--- config.mk ---
export PLATFORM = sky130hd
export DESIGN_NAME = wb_shared_bus_arbiter_flat
export DESIGN_NICKNAME = d
export VERILOG_FILES = /design/src/rtl/nnarm_wb_pkg.sv /design/src/rtl/wb_shared_bus_arbiter_if.sv /design/src/rtl/wb_arb_pick.sv /design/src/rtl/wb_shared_bus_arbiter.sv /design/src/flat_wrapper.sv
export SDC_FILE = /design/constraint.sdc
export NUM_CORES = 1
export LEC_CHECK = 0
export CAP_MARGIN = 25
export CORE_AREA = 2 2 113 115
export DETAILED_ROUTE_END_ITERATION = 7
export DIE_AREA = 0 0 115 117
export PLACE_DENSITY = 0.55
export RECOVER_POWER = 100
export SETUP_SLACK_MARGIN = 0.2
export SLEW_MARGIN = 20
export SYNTH_ARGS = -nofsm -noshare
export SYNTH_HDL_FRONTEND = slang
export SYNTH_SLANG_ARGS = --single-unit
export TNS_END_PERCENT = 5
--- constraint.sdc ---
create_clock -name clock -period 3.7 [get_ports clock]
set_input_delay 0.555 -clock clock [delete_from_list [all_inputs] [get_ports clock]]
set_output_delay 0.555 -clock clock [all_outputs]
set_load 0.01 [all_outputs]
--- src/rtl/nnarm_wb_pkg.sv ---
// Shared definitions for the Wishbone N-to-1 arbiter slice.
// Provides bus width defaults, arbitration mode encodings, the arbiter
// state encoding, the watchdog counter width and an index-width helper.
package nnarm_wb_pkg;

    localparam int AW_DEF = 32;
    localparam int DW_DEF = 32;
    localparam int SW_DEF = 4;

    localparam int PRIO_RR    = 0;
    localparam int PRIO_FIXED = 1;

    typedef enum logic {
        IDLE  = 1'b0,
        OWNED = 1'b1
    } arb_state_t;

    localparam int TO_CNT_W = 8;

    // Width of a master index; never zero so single-master builds stay legal.
    function automatic int idx_w(input int n);
        return (n > 1) ? $clog2(n) : 1;
    endfunction

endpackage

--- src/rtl/wb_shared_bus_arbiter_if.sv ---
// Bundle of every Wishbone signal around the shared-bus arbiter.
// m_* : flattened per-master request side (master k at [k*W +: W]).
// s_* : single slave side.
// Modports:
//   slave  - the arbiter's view (it is the slave of the masters and
//            drives the downstream slave port).
//   master - the environment's view (masters plus downstream slave).
interface wb_shared_bus_arbiter_if
    import nnarm_wb_pkg::*;
#(
    parameter int NUM_MASTERS = 2,
    parameter int AW          = AW_DEF,
    parameter int DW          = DW_DEF,
    parameter int SW          = SW_DEF
);
    logic [NUM_MASTERS-1:0]    m_cyc_i;
    logic [NUM_MASTERS-1:0]    m_stb_i;
    logic [NUM_MASTERS-1:0]    m_we_i;
    logic [NUM_MASTERS*AW-1:0] m_addr_i;
    logic [NUM_MASTERS*DW-1:0] m_data_i;
    logic [NUM_MASTERS*SW-1:0] m_sel_i;
    logic [DW-1:0]             m_data_o;
    logic [NUM_MASTERS-1:0]    m_ack_o;
    logic [NUM_MASTERS-1:0]    m_err_o;
    logic [NUM_MASTERS-1:0]    m_rty_o;

    logic                      s_cyc_o;
    logic                      s_stb_o;
    logic                      s_we_o;
    logic [AW-1:0]             s_addr_o;
    logic [DW-1:0]             s_data_o;
    logic [SW-1:0]             s_sel_o;
    logic [DW-1:0]             s_data_i;
    logic                      s_ack_i;
    logic                      s_err_i;
    logic                      s_rty_i;

    modport slave (
        input  m_cyc_i, m_stb_i, m_we_i, m_addr_i, m_data_i, m_sel_i,
        output m_data_o, m_ack_o, m_err_o, m_rty_o,
        output s_cyc_o, s_stb_o, s_we_o, s_addr_o, s_data_o, s_sel_o,
        input  s_data_i, s_ack_i, s_err_i, s_rty_i
    );

    modport master (
        output m_cyc_i, m_stb_i, m_we_i, m_addr_i, m_data_i, m_sel_i,
        input  m_data_o, m_ack_o, m_err_o, m_rty_o,
        input  s_cyc_o, s_stb_o, s_we_o, s_addr_o, s_data_o, s_sel_o,
        output s_data_i, s_ack_i, s_err_i, s_rty_i
    );

endinterface

--- src/rtl/wb_arb_pick.sv ---
// Combinational rotating-priority picker.
// Ports:
//   req        - request vector
//   start      - index where the search begins (round-robin mode)
//   mode       - 0 round-robin from start, 1 fixed (index 0 first)
//   win_onehot - one-hot winner, zero when nobody requests
//   win_idx    - winner index
//   win_valid  - at least one request present
module wb_arb_pick
    import nnarm_wb_pkg::*;
#(
    parameter int N  = 2,
    parameter int IW = idx_w(N)
) (
    input  logic [N-1:0]  req,
    input  logic [IW-1:0] start,
    input  logic          mode,
    output logic [N-1:0]  win_onehot,
    output logic [IW-1:0] win_idx,
    output logic          win_valid
);

    always_comb begin
        logic [IW-1:0] base;
        logic [IW-1:0] cand;
        win_onehot = '0;
        win_idx    = '0;
        win_valid  = 1'b0;
        base       = (mode == 1'(PRIO_FIXED)) ? '0 : start;
        cand       = '0;
        for (int i = 0; i < N; i++) begin
            cand = IW'((int'(base) + i) % N);
            if (!win_valid && req[cand]) begin
                win_onehot[cand] = 1'b1;
                win_idx          = cand;
                win_valid        = 1'b1;
            end
        end
    end

endmodule

--- src/rtl/wb_shared_bus_arbiter.sv ---
// N-master to 1-slave Wishbone arbiter with cycle-long grant hold.
// Ports:
//   clock, reset - system clock, asynchronous active-low reset
//   bus          - all master/slave Wishbone signals (slave modport)
//   gnt_o        - registered one-hot grant
//   busy_o       - a grant is currently held
// Optional build macro WB_ARB_TIMEOUT_EN adds a stall watchdog that
// terminates a stalled strobe with a one-cycle err after TIMEOUT_CYCLES.
module wb_shared_bus_arbiter
    import nnarm_wb_pkg::*;
#(
    parameter int NUM_MASTERS    = 2,
    parameter int AW             = AW_DEF,
    parameter int DW             = DW_DEF,
    parameter int SW             = SW_DEF,
    parameter int PRIO_MODE      = PRIO_RR,
    parameter int TIMEOUT_CYCLES = 255
) (
    input  logic                   clock,
    input  logic                   reset,
    wb_shared_bus_arbiter_if.slave bus,
    output logic [NUM_MASTERS-1:0] gnt_o,
    output logic                   busy_o
);

    localparam int IW = idx_w(NUM_MASTERS);

    if (NUM_MASTERS < 1 || NUM_MASTERS > 8) begin : g_bad_num_masters
        $error("wb_shared_bus_arbiter: NUM_MASTERS must be 1..8");
    end
    if (TIMEOUT_CYCLES < 1 || TIMEOUT_CYCLES > (1 << TO_CNT_W) - 1) begin : g_bad_timeout
        $error("wb_shared_bus_arbiter: TIMEOUT_CYCLES must fit the watchdog counter");
    end

    arb_state_t             state_q, state_d;
    logic [NUM_MASTERS-1:0] gnt_q, gnt_d;
    logic [IW-1:0]          ptr_q, ptr_d;
    logic [NUM_MASTERS-1:0] pick_onehot;
    logic [IW-1:0]          pick_idx;
    logic                   pick_valid;
    logic                   owner_cyc;
    logic                   stb_raw;
    logic                   to_fire;

    wb_arb_pick #(.N(NUM_MASTERS), .IW(IW)) u_pick (
        .req       (bus.m_cyc_i),
        .start     (ptr_q),
        .mode      (PRIO_MODE == PRIO_FIXED),
        .win_onehot(pick_onehot),
        .win_idx   (pick_idx),
        .win_valid (pick_valid)
    );

    always_ff @(posedge clock or negedge reset) begin
        if (!reset) begin
            state_q <= IDLE;
            gnt_q   <= '0;
            ptr_q   <= '0;
        end else begin
            state_q <= state_d;
            gnt_q   <= gnt_d;
            ptr_q   <= ptr_d;
        end
    end

    assign owner_cyc = |(bus.m_cyc_i & gnt_q);

    always_comb begin
        state_d = state_q;
        gnt_d   = gnt_q;
        ptr_d   = ptr_q;
        unique case (state_q)
            IDLE: begin
                if (pick_valid) begin
                    state_d = OWNED;
                    gnt_d   = pick_onehot;
                    ptr_d   = IW'((int'(pick_idx) + 1) % NUM_MASTERS);
                end
            end
            OWNED: begin
                // Owner keeps the bus until it drops cyc; the releasing owner
                // is not requesting, so the picker only sees other masters.
                if (!owner_cyc) begin
                    if (pick_valid) begin
                        gnt_d = pick_onehot;
                        ptr_d = IW'((int'(pick_idx) + 1) % NUM_MASTERS);
                    end else begin
                        state_d = IDLE;
                        gnt_d   = '0;
                    end
                end
            end
            default: begin
                state_d = IDLE;
                gnt_d   = '0;
            end
        endcase
    end

    always_comb begin
        stb_raw      = 1'b0;
        bus.s_cyc_o  = 1'b0;
        bus.s_we_o   = 1'b0;
        bus.s_addr_o = '0;
        bus.s_data_o = '0;
        bus.s_sel_o  = '0;
        for (int k = 0; k < NUM_MASTERS; k++) begin
            if (gnt_q[k]) begin
                bus.s_cyc_o  = bus.m_cyc_i[k];
                stb_raw      = bus.m_stb_i[k];
                bus.s_we_o   = bus.m_we_i[k];
                bus.s_addr_o = bus.m_addr_i[k*AW +: AW];
                bus.s_data_o = bus.m_data_i[k*DW +: DW];
                bus.s_sel_o  = bus.m_sel_i[k*SW +: SW];
            end
        end
    end

`ifdef WB_ARB_TIMEOUT_EN
    logic [TO_CNT_W-1:0] to_cnt_q;
    logic                term;

    assign term    = bus.s_ack_i | bus.s_err_i | bus.s_rty_i;
    assign to_fire = stb_raw & ~term & (to_cnt_q == TO_CNT_W'(TIMEOUT_CYCLES - 1));

    always_ff @(posedge clock or negedge reset) begin
        if (!reset) begin
            to_cnt_q <= '0;
        end else if ((gnt_d != gnt_q) || !stb_raw || term || to_fire) begin
            to_cnt_q <= '0;
        end else begin
            to_cnt_q <= to_cnt_q + 1'b1;
        end
    end
`else
    assign to_fire = 1'b0;
`endif

    // The watchdog cycle withdraws the strobe so the slave cannot complete
    // the access in the same cycle the master is told it failed.
    assign bus.s_stb_o  = stb_raw & ~to_fire;
    assign bus.m_data_o = bus.s_data_i;
    assign bus.m_ack_o  = {NUM_MASTERS{bus.s_ack_i}} & gnt_q;
    assign bus.m_err_o  = {NUM_MASTERS{bus.s_err_i | to_fire}} & gnt_q;
    assign bus.m_rty_o  = {NUM_MASTERS{bus.s_rty_i}} & gnt_q;

    assign gnt_o  = gnt_q;
    assign busy_o = (state_q == OWNED);

endmodule

--- src/flat_wrapper.sv ---
// flat-port wrapper written by rule: the top's interface ports become plain ports
module wb_shared_bus_arbiter_flat import nnarm_wb_pkg::*;
#(
    parameter int NUM_MASTERS    = 2,
    parameter int AW             = AW_DEF,
    parameter int DW             = DW_DEF,
    parameter int SW             = SW_DEF,
    parameter int PRIO_MODE      = PRIO_RR,
    parameter int TIMEOUT_CYCLES = 255
)
  (clock, reset, gnt_o, busy_o, bus_m_cyc_i, bus_m_stb_i, bus_m_we_i, bus_m_addr_i, bus_m_data_i, bus_m_sel_i, bus_m_data_o, bus_m_ack_o, bus_m_err_o, bus_m_rty_o, bus_s_cyc_o, bus_s_stb_o, bus_s_we_o, bus_s_addr_o, bus_s_data_o, bus_s_sel_o, bus_s_data_i, bus_s_ack_i, bus_s_err_i, bus_s_rty_i);
  wb_shared_bus_arbiter_if #(.NUM_MASTERS(NUM_MASTERS), .AW(AW), .DW(DW), .SW(SW)) bus_i ();
  input  logic clock;
  input  logic reset;
  output logic [NUM_MASTERS-1:0] gnt_o;
  output logic busy_o;
  input wire logic [$bits(bus_i.m_cyc_i)-1:0] bus_m_cyc_i;
  input wire logic [$bits(bus_i.m_stb_i)-1:0] bus_m_stb_i;
  input wire logic [$bits(bus_i.m_we_i)-1:0] bus_m_we_i;
  input wire logic [$bits(bus_i.m_addr_i)-1:0] bus_m_addr_i;
  input wire logic [$bits(bus_i.m_data_i)-1:0] bus_m_data_i;
  input wire logic [$bits(bus_i.m_sel_i)-1:0] bus_m_sel_i;
  output wire logic [$bits(bus_i.m_data_o)-1:0] bus_m_data_o;
  output wire logic [$bits(bus_i.m_ack_o)-1:0] bus_m_ack_o;
  output wire logic [$bits(bus_i.m_err_o)-1:0] bus_m_err_o;
  output wire logic [$bits(bus_i.m_rty_o)-1:0] bus_m_rty_o;
  output wire logic [$bits(bus_i.s_cyc_o)-1:0] bus_s_cyc_o;
  output wire logic [$bits(bus_i.s_stb_o)-1:0] bus_s_stb_o;
  output wire logic [$bits(bus_i.s_we_o)-1:0] bus_s_we_o;
  output wire logic [$bits(bus_i.s_addr_o)-1:0] bus_s_addr_o;
  output wire logic [$bits(bus_i.s_data_o)-1:0] bus_s_data_o;
  output wire logic [$bits(bus_i.s_sel_o)-1:0] bus_s_sel_o;
  input wire logic [$bits(bus_i.s_data_i)-1:0] bus_s_data_i;
  input wire logic [$bits(bus_i.s_ack_i)-1:0] bus_s_ack_i;
  input wire logic [$bits(bus_i.s_err_i)-1:0] bus_s_err_i;
  input wire logic [$bits(bus_i.s_rty_i)-1:0] bus_s_rty_i;
  assign bus_i.m_cyc_i = bus_m_cyc_i;
  assign bus_i.m_stb_i = bus_m_stb_i;
  assign bus_i.m_we_i = bus_m_we_i;
  assign bus_i.m_addr_i = bus_m_addr_i;
  assign bus_i.m_data_i = bus_m_data_i;
  assign bus_i.m_sel_i = bus_m_sel_i;
  assign bus_m_data_o = bus_i.m_data_o;
  assign bus_m_ack_o = bus_i.m_ack_o;
  assign bus_m_err_o = bus_i.m_err_o;
  assign bus_m_rty_o = bus_i.m_rty_o;
  assign bus_s_cyc_o = bus_i.s_cyc_o;
  assign bus_s_stb_o = bus_i.s_stb_o;
  assign bus_s_we_o = bus_i.s_we_o;
  assign bus_s_addr_o = bus_i.s_addr_o;
  assign bus_s_data_o = bus_i.s_data_o;
  assign bus_s_sel_o = bus_i.s_sel_o;
  assign bus_i.s_data_i = bus_s_data_i;
  assign bus_i.s_ack_i = bus_s_ack_i;
  assign bus_i.s_err_i = bus_s_err_i;
  assign bus_i.s_rty_i = bus_s_rty_i;
  wb_shared_bus_arbiter #(.NUM_MASTERS(NUM_MASTERS), .AW(AW), .DW(DW), .SW(SW), .PRIO_MODE(PRIO_MODE), .TIMEOUT_CYCLES(TIMEOUT_CYCLES)) u_core (.clock(clock), .reset(reset), .bus(bus_i), .gnt_o(gnt_o), .busy_o(busy_o));
endmodule
==> impl_metrics.ini, run 1 <==
[sta]
grt_setup_unrepaired = false
period_share_pct = 80.81
timing.final.setup_violations = 0
totalNegativeSetupSlack_ns = 0
period_minus_slack_ns = 2.990
fin_skew_ns = 0.002503
max_freq_ghz = 0.3344
tightest_slew_ns = 0.6085
holdWs_ns = 0.6137
worst_slew_margin_pct = 59.44
finalHoldViolations = 0
final_max_slew_viol_count = 0

[clock_network]
tritoncts = done
post-cts-setup-buffer-count = 0
cts_made_buffers = 3
clock_sink_count = 4
htreeDepth = 1
max_clock_buf_depth = 2
holdBufCountCts = 0
insertion_delay_ns = 0.22
postCtsResizedCells = 0
clk_pin_slew_worst_paths_ns = 0.03
cts.root.buffer_cell = sky130_fd_sc_hd__clkbuf_16

[worst_setup_path]
worstSetupPathType = reg -> out
reg2regPathDepth = 4
reg2reg_to = u_core.gnt_o[1]$_DFFE_PN0P_
timing.critical_path.to_type = primary output
setup.worst_path.start_class = flip-flop
critPathRequiredTime_ns = 3.14
critPathArrivalTime_ns = 2.44
top_fanout_value_on_the_critical_path = 53
r2r_start = u_core.gnt_o[1]$_DFFE_PN0P_
regToRegSetupSlack_ns = 1.79

[synthesis]
syn-mean-instance-area_um2 = 7.977
yosys_register_bits = 4
synth.distinct_cells = 21
yosysSeqAreaShare_pct = 7.992
syn-instance-count = 157
ys.warnings.count = 0
synthesis.nets = 336
synth_area_mm2 = 0.001252

[power_and_ir_drop]
power-per-cell-area_mw_per_mm2 = 336.9
leakagePower_nw = 1.403
worst_ir_drop_vdd_v = 0.0001254

[flow_run]
cap_violations = 0

[route]
avgRoutedWirePerCell_um = 15.99
drt_first_pass_iters = 4
violation_count_after_the_first_detailed_routing_iteration = 39
antenna_left = 0
drc = 0
via_count = 2007
route.final.wire_length_um = 7802
viasPerCell = 4.113

[die]
floorplan.initialDensity_pct = 10.17
dieHeight_um = 117
boundaryPins = 291
die_area_mm2 = 0.01346
row_count = 41
coreArea_mm2 = 0.01231
fp.dieW_um = 115

[cells_and_area]
final_util_pct = 28.05
nNetsFinal = 518
n_antenna_cell = 0
most-common-layout-cells = sky130_fd_sc_hd__clkdlybuf4s50_1 (147), sky130_fd_sc_hd__dlygate4sd3_1 (79), sky130_fd_sc_hd__a22o_1 (69), sky130_fd_sc_hd__nand2_1 (6)
fillerInstances = 1316
layout.cells.most_common = sky130_fd_sc_hd__clkdlybuf4s50_1
syn_to_final_growth_pct = 175.7
final_layout_size_suffix_gt1_share_pct = 2.367

[global_route]
overflow = 0
grtUsageTotal_pct = 9.897
grt_antenna_before_repair = 0
grt_pass1_vias = 1964
pin_count_of_the_biggest_net_entering_global_routing = 61
grt_first_pass_wirelength_um = 10410

[outcome]
run_status = complete, no violations

[placed_design]
post-dp-hpwl_um = 6429
place_congestion = 0.7333
io_buffers = 226

[min_path]
holdCritPathClass = in -> async
## cells by family (layout without fill, tap and decap cells)
logic type / count (synthesis) / count (layout) / share of synthesized area (%)
AO/OA/AOI/OAI: 80 / 80 / 53.85
buffers and inverters: 53 / 234 / 29.07
flip-flops: 4 / 4 / 7.992
AND/OR/NAND/NOR: 20 / 20 / 9.092
## area by class of cell
| type | instances | area [um2] | share of cell area [%] |
|---|---|---|---|
| multi-input combinational | 100 | 788.3 | 22.83 |
| sequential | 4 | 101.3 | 2.935 |
| clock buffer | 4 | 78.83 | 2.283 |
| tap | 150 | 187.7 | 5.435 |
| timing repair buffer | 228 | 2290 | 66.30 |
| inverter | 2 | 7.507 | 0.2174 |
## layer usage
layer	vias up	routed length [um]	global-route usage (%)
li1	938	-	-
met1	912	2807	10.97
met2	147	4035	19.10
met3	10	902	2.781
met4	0	57	1.526
met5	-	0	0
## worst max path at each step
stage	from	to	slack (ns)	cells past startpoint
CTS	u_core.gnt_o[1]$_DFFE_PN0P_	bus_s_sel_o[3]	0.70	3
finish	u_core.gnt_o[1]$_DFFE_PN0P_	bus_s_addr_o[31]	0.71	3
floorplan	u_core.gnt_o[0]$_DFFE_PN0P_	bus_s_addr_o[20]	1.91	6
global route	u_core.gnt_o[1]$_DFFE_PN0P_	bus_s_sel_o[3]	0.59	3
detailed placement	u_core.gnt_o[1]$_DFFE_PN0P_	bus_s_sel_o[3]	0.95	3
global placement	u_core.gnt_o[1]$_DFFE_PN0P_	bus_s_sel_o[3]	0.99	3
## worst max-delay path, stage by stage, from the launching register on
cell and delay [ns]:
sky130_fd_sc_hd__dfrtp_2 0.74, sky130_fd_sc_hd__buf_4 0.55, sky130_fd_sc_hd__a22o_1 0.27, sky130_fd_sc_hd__dlygate4sd3_1 0.62
## where the power goes
part	internal (mW)	switching (mW)	total [mW]
clock	0.142	0.0298	0.172
combinational	0.531	0.366	0.898
sequential	0.0535	0.0402	0.0937
total	0.727	0.437	1.16
## metrics by stage
stage | worst slack, ns | total power, mW | cells | area [um2]
6_report | 0.7099 | 1.163 | 488 | 3453
5_1_grt | 0.5853 | 1.245 | 488 | 3453
3_3_place_gp | 0.9915 | 1.070 | 484 | 3374
3_5_place_dp | 0.9513 | 1.078 | 484 | 3374
2_1_floorplan | 1.913 | 0.5357 | 157 | 1252
4_1_cts | 0.7006 | 1.260 | 488 | 3453
## Yosys cell counts
master / n / area share, %
sky130_fd_sc_hd__dfrtp_1: 4 / 8.0
sky130_fd_sc_hd__buf_4: 32 / 19
sky130_fd_sc_hd__inv_1: 2 / 0.60
sky130_fd_sc_hd__clkbuf_1: 3 / 0.90
sky130_fd_sc_hd__nand3b_1: 1 / 0.60
sky130_fd_sc_hd__nand2_1: 6 / 1.8
sky130_fd_sc_hd__a22o_1: 69 / 48
sky130_fd_sc_hd__nor2_1: 1 / 0.30
sky130_fd_sc_hd__o211a_1: 1 / 0.80
sky130_fd_sc_hd__buf_6: 4 / 3.6
sky130_fd_sc_hd__and2_1: 6 / 3.0
sky130_fd_sc_hd__nor3_1: 2 / 0.80
sky130_fd_sc_hd__a21oi_1: 5 / 2.0
sky130_fd_sc_hd__o221ai_1: 2 / 1.4
sky130_fd_sc_hd__nand4_1: 1 / 0.50
sky130_fd_sc_hd__a21boi_0: 1 / 0.60
sky130_fd_sc_hd__nor2b_4: 1 / 1.1
sky130_fd_sc_hd__nand2b_1: 1 / 0.50
sky130_fd_sc_hd__buf_2: 12 / 4.8
sky130_fd_sc_hd__o21ai_0: 2 / 0.80
sky130_fd_sc_hd__or2_2: 1 / 0.50
No activity file was read; power rests on OpenSTA's default activity.
==> run 2, diff against run 1 <==
CORE_AREA = 2 2 112 114   (was 2 2 113 115)
DIE_AREA = 0 0 114 116   (was 0 0 115 117)
PLACE_DENSITY = 0.56   (was 0.55)
clock period = 3 ns   (was 3.7 ns; I/O delays follow)
==> impl_metrics.ini, run 2 (synthesis results as in run 1) <==
[clock_network]
holdBufCountCts = 0
htreeDepth = 1
postCtsResizedCells = 0
cts.root.buffer_cell = sky130_fd_sc_hd__clkbuf_16
insertion_delay_ns = 0.23
tritoncts = done
max_clock_buf_depth = 2
clk_pin_slew_worst_paths_ns = 0.03
post-cts-setup-buffer-count = 0
clock_sink_count = 4
cts_made_buffers = 3

[flow_run]
cap_violations = 0

[power_and_ir_drop]
leakagePower_nw = 1.397
worst_ir_drop_vdd_v = 0.0002229
power-per-cell-area_mw_per_mm2 = 419.7
fin_total_pwr_mw = 1.450

[min_path]
holdCritPathClass = in -> async

[cells_and_area]
layout.cells.most_common = sky130_fd_sc_hd__clkdlybuf4s50_1
nNetsFinal = 518
fillerInstances = 1271
final_layout_size_suffix_gt1_share_pct = 1.775
syn_to_final_growth_pct = 175.9
most-common-layout-cells = sky130_fd_sc_hd__clkdlybuf4s50_1 (149), sky130_fd_sc_hd__dlygate4sd3_1 (77), sky130_fd_sc_hd__a22o_1 (69), sky130_fd_sc_hd__nand2_1 (6), sky130_fd_sc_hd__a21oi_1 (5)
final-instance-count-excl-fill = 486
layout.cell_area.non_filler_mm2 = 0.003456

[route]
via_count = 1993
viasPerCell = 4.101
violation_count_after_the_first_detailed_routing_iteration = 64
route.final.wire_length_um = 8139
antenna_left = 0
avgRoutedWirePerCell_um = 16.75
drt_first_pass_iters = 4
drc = 0

[sta]
grt_setup_unrepaired = false
period_minus_slack_ns = 2.669
period_share_pct = 88.96
tightest_slew_ns = 0.3532
final_max_slew_viol_count = 0
max_freq_ghz = 0.3747
worst_slew_margin_pct = 76.46
fin_skew_ns = 0.003711
finalHoldViolations = 0
timing.final.setup_violations = 0
totalNegativeSetupSlack_ns = 0

[placed_design]
post-place-cells = 481
dpl_cell_area_mm2 = 0.003383
post-dp-hpwl_um = 6574
io_buffers = 226
place_congestion = 0.7937

[global_route]
grtUsageTotal_pct = 10.52
grt_antenna_before_repair = 1
grt_pass1_vias = 1884
pin_count_of_the_biggest_net_entering_global_routing = 85
overflow = 0
grt_first_pass_wirelength_um = 10750

[worst_setup_path]
critPathArrivalTime_ns = 2.22
setup.worst_path.start_class = flip-flop
critPathRequiredTime_ns = 2.55
timing.critical_path.to_type = primary output
top_fanout_value_on_the_critical_path = 69
worstSetupPathType = reg -> out
reg2regPathDepth = 4

[die]
row_count = 40
fp.dieW_um = 114
die_area_mm2 = 0.01322
coreArea_mm2 = 0.01191
floorplan.initialDensity_pct = 10.51
dieHeight_um = 116
boundaryPins = 291

[outcome]
run_status = complete, no violations
run 2: cell types whose count changed in the layout (fill, tap and decap cells not counted), sizes merged:
cell,change
clkdlybuf4s50,+2
dlygate4sd3,-2
diode,+1
run 2: final timing paths:
check,endpoint,start,slack [ns]
worst max-delay path,bus_s_data_o[19],u_core.gnt_o[0]$_DFFE_PN0P_,0.33
worst min-delay path,u_core.gnt_o[0]$_DFFE_PN0P_,reset,0.49
worst max register to register,u_core.gnt_o[1]$_DFFE_PN0P_,u_core.gnt_o[1]$_DFFE_PN0P_,1.76
worst min register to register,flip-flop,flip-flop,0.63
max in group asynchronous,async pin,reset,2.34
min in group clock,flip-flop,flip-flop,0.63
run 2: layout make-up:
cell class	count	area [um2]	share of cell area, %
inverter	2	7.507	0.2172
antenna	1	2.502	0.07241
multi-input combinational	100	780.7	22.59
timing repair buffer	228	2302	66.62
sequential	4	100.1	2.896
clock buffer	4	78.83	2.281
tap	147	183.9	5.322
run 2: report_power, final:
part	total, mW	leakage, nW	switching (mW)	internal [mW]
Combinational	1.15	1.31	0.487	0.662
Sequential	0.0863	0.0454	0.0203	0.0660
Clock	0.215	0.0382	0.0391	0.176
Total	1.45	1.40	0.546	0.904
run 2: worst max-delay path, cell delays in order (launching register included):
cell and delay [ns]:
sky130_fd_sc_hd__dfrtp_1 0.51, sky130_fd_sc_hd__nor2b_1 0.27, sky130_fd_sc_hd__buf_12 0.31, sky130_fd_sc_hd__a22o_1 0.23
sky130_fd_sc_hd__dlygate4sd3_1 0.63
run 2: per-stage QoR:
| stage | utilization [%] | worst slack [ns] | hold slack [ns] |
|---|---|---|---|
| after floorplan | - | 1.318 | 0.1544 |
| after global placement | 28.40 | 0.6798 | 0.6079 |
| after detailed placement | 28.40 | 0.6833 | 0.6290 |
| after CTS | 29.07 | 0.4322 | 0.4308 |
| after global routing | 28.99 | 0.2333 | 0.5078 |
| final | 29.01 | 0.3313 | 0.4937 |
run 2: layer usage:
layer  part of all wire, %  GRT usage, %  vias up
met2                    50         18.93      134
met3                    11         2.981       10
met4                   1.0         2.846        0
met1                    38         12.24      904
li1                      -             -      945
met5                     0             0        -
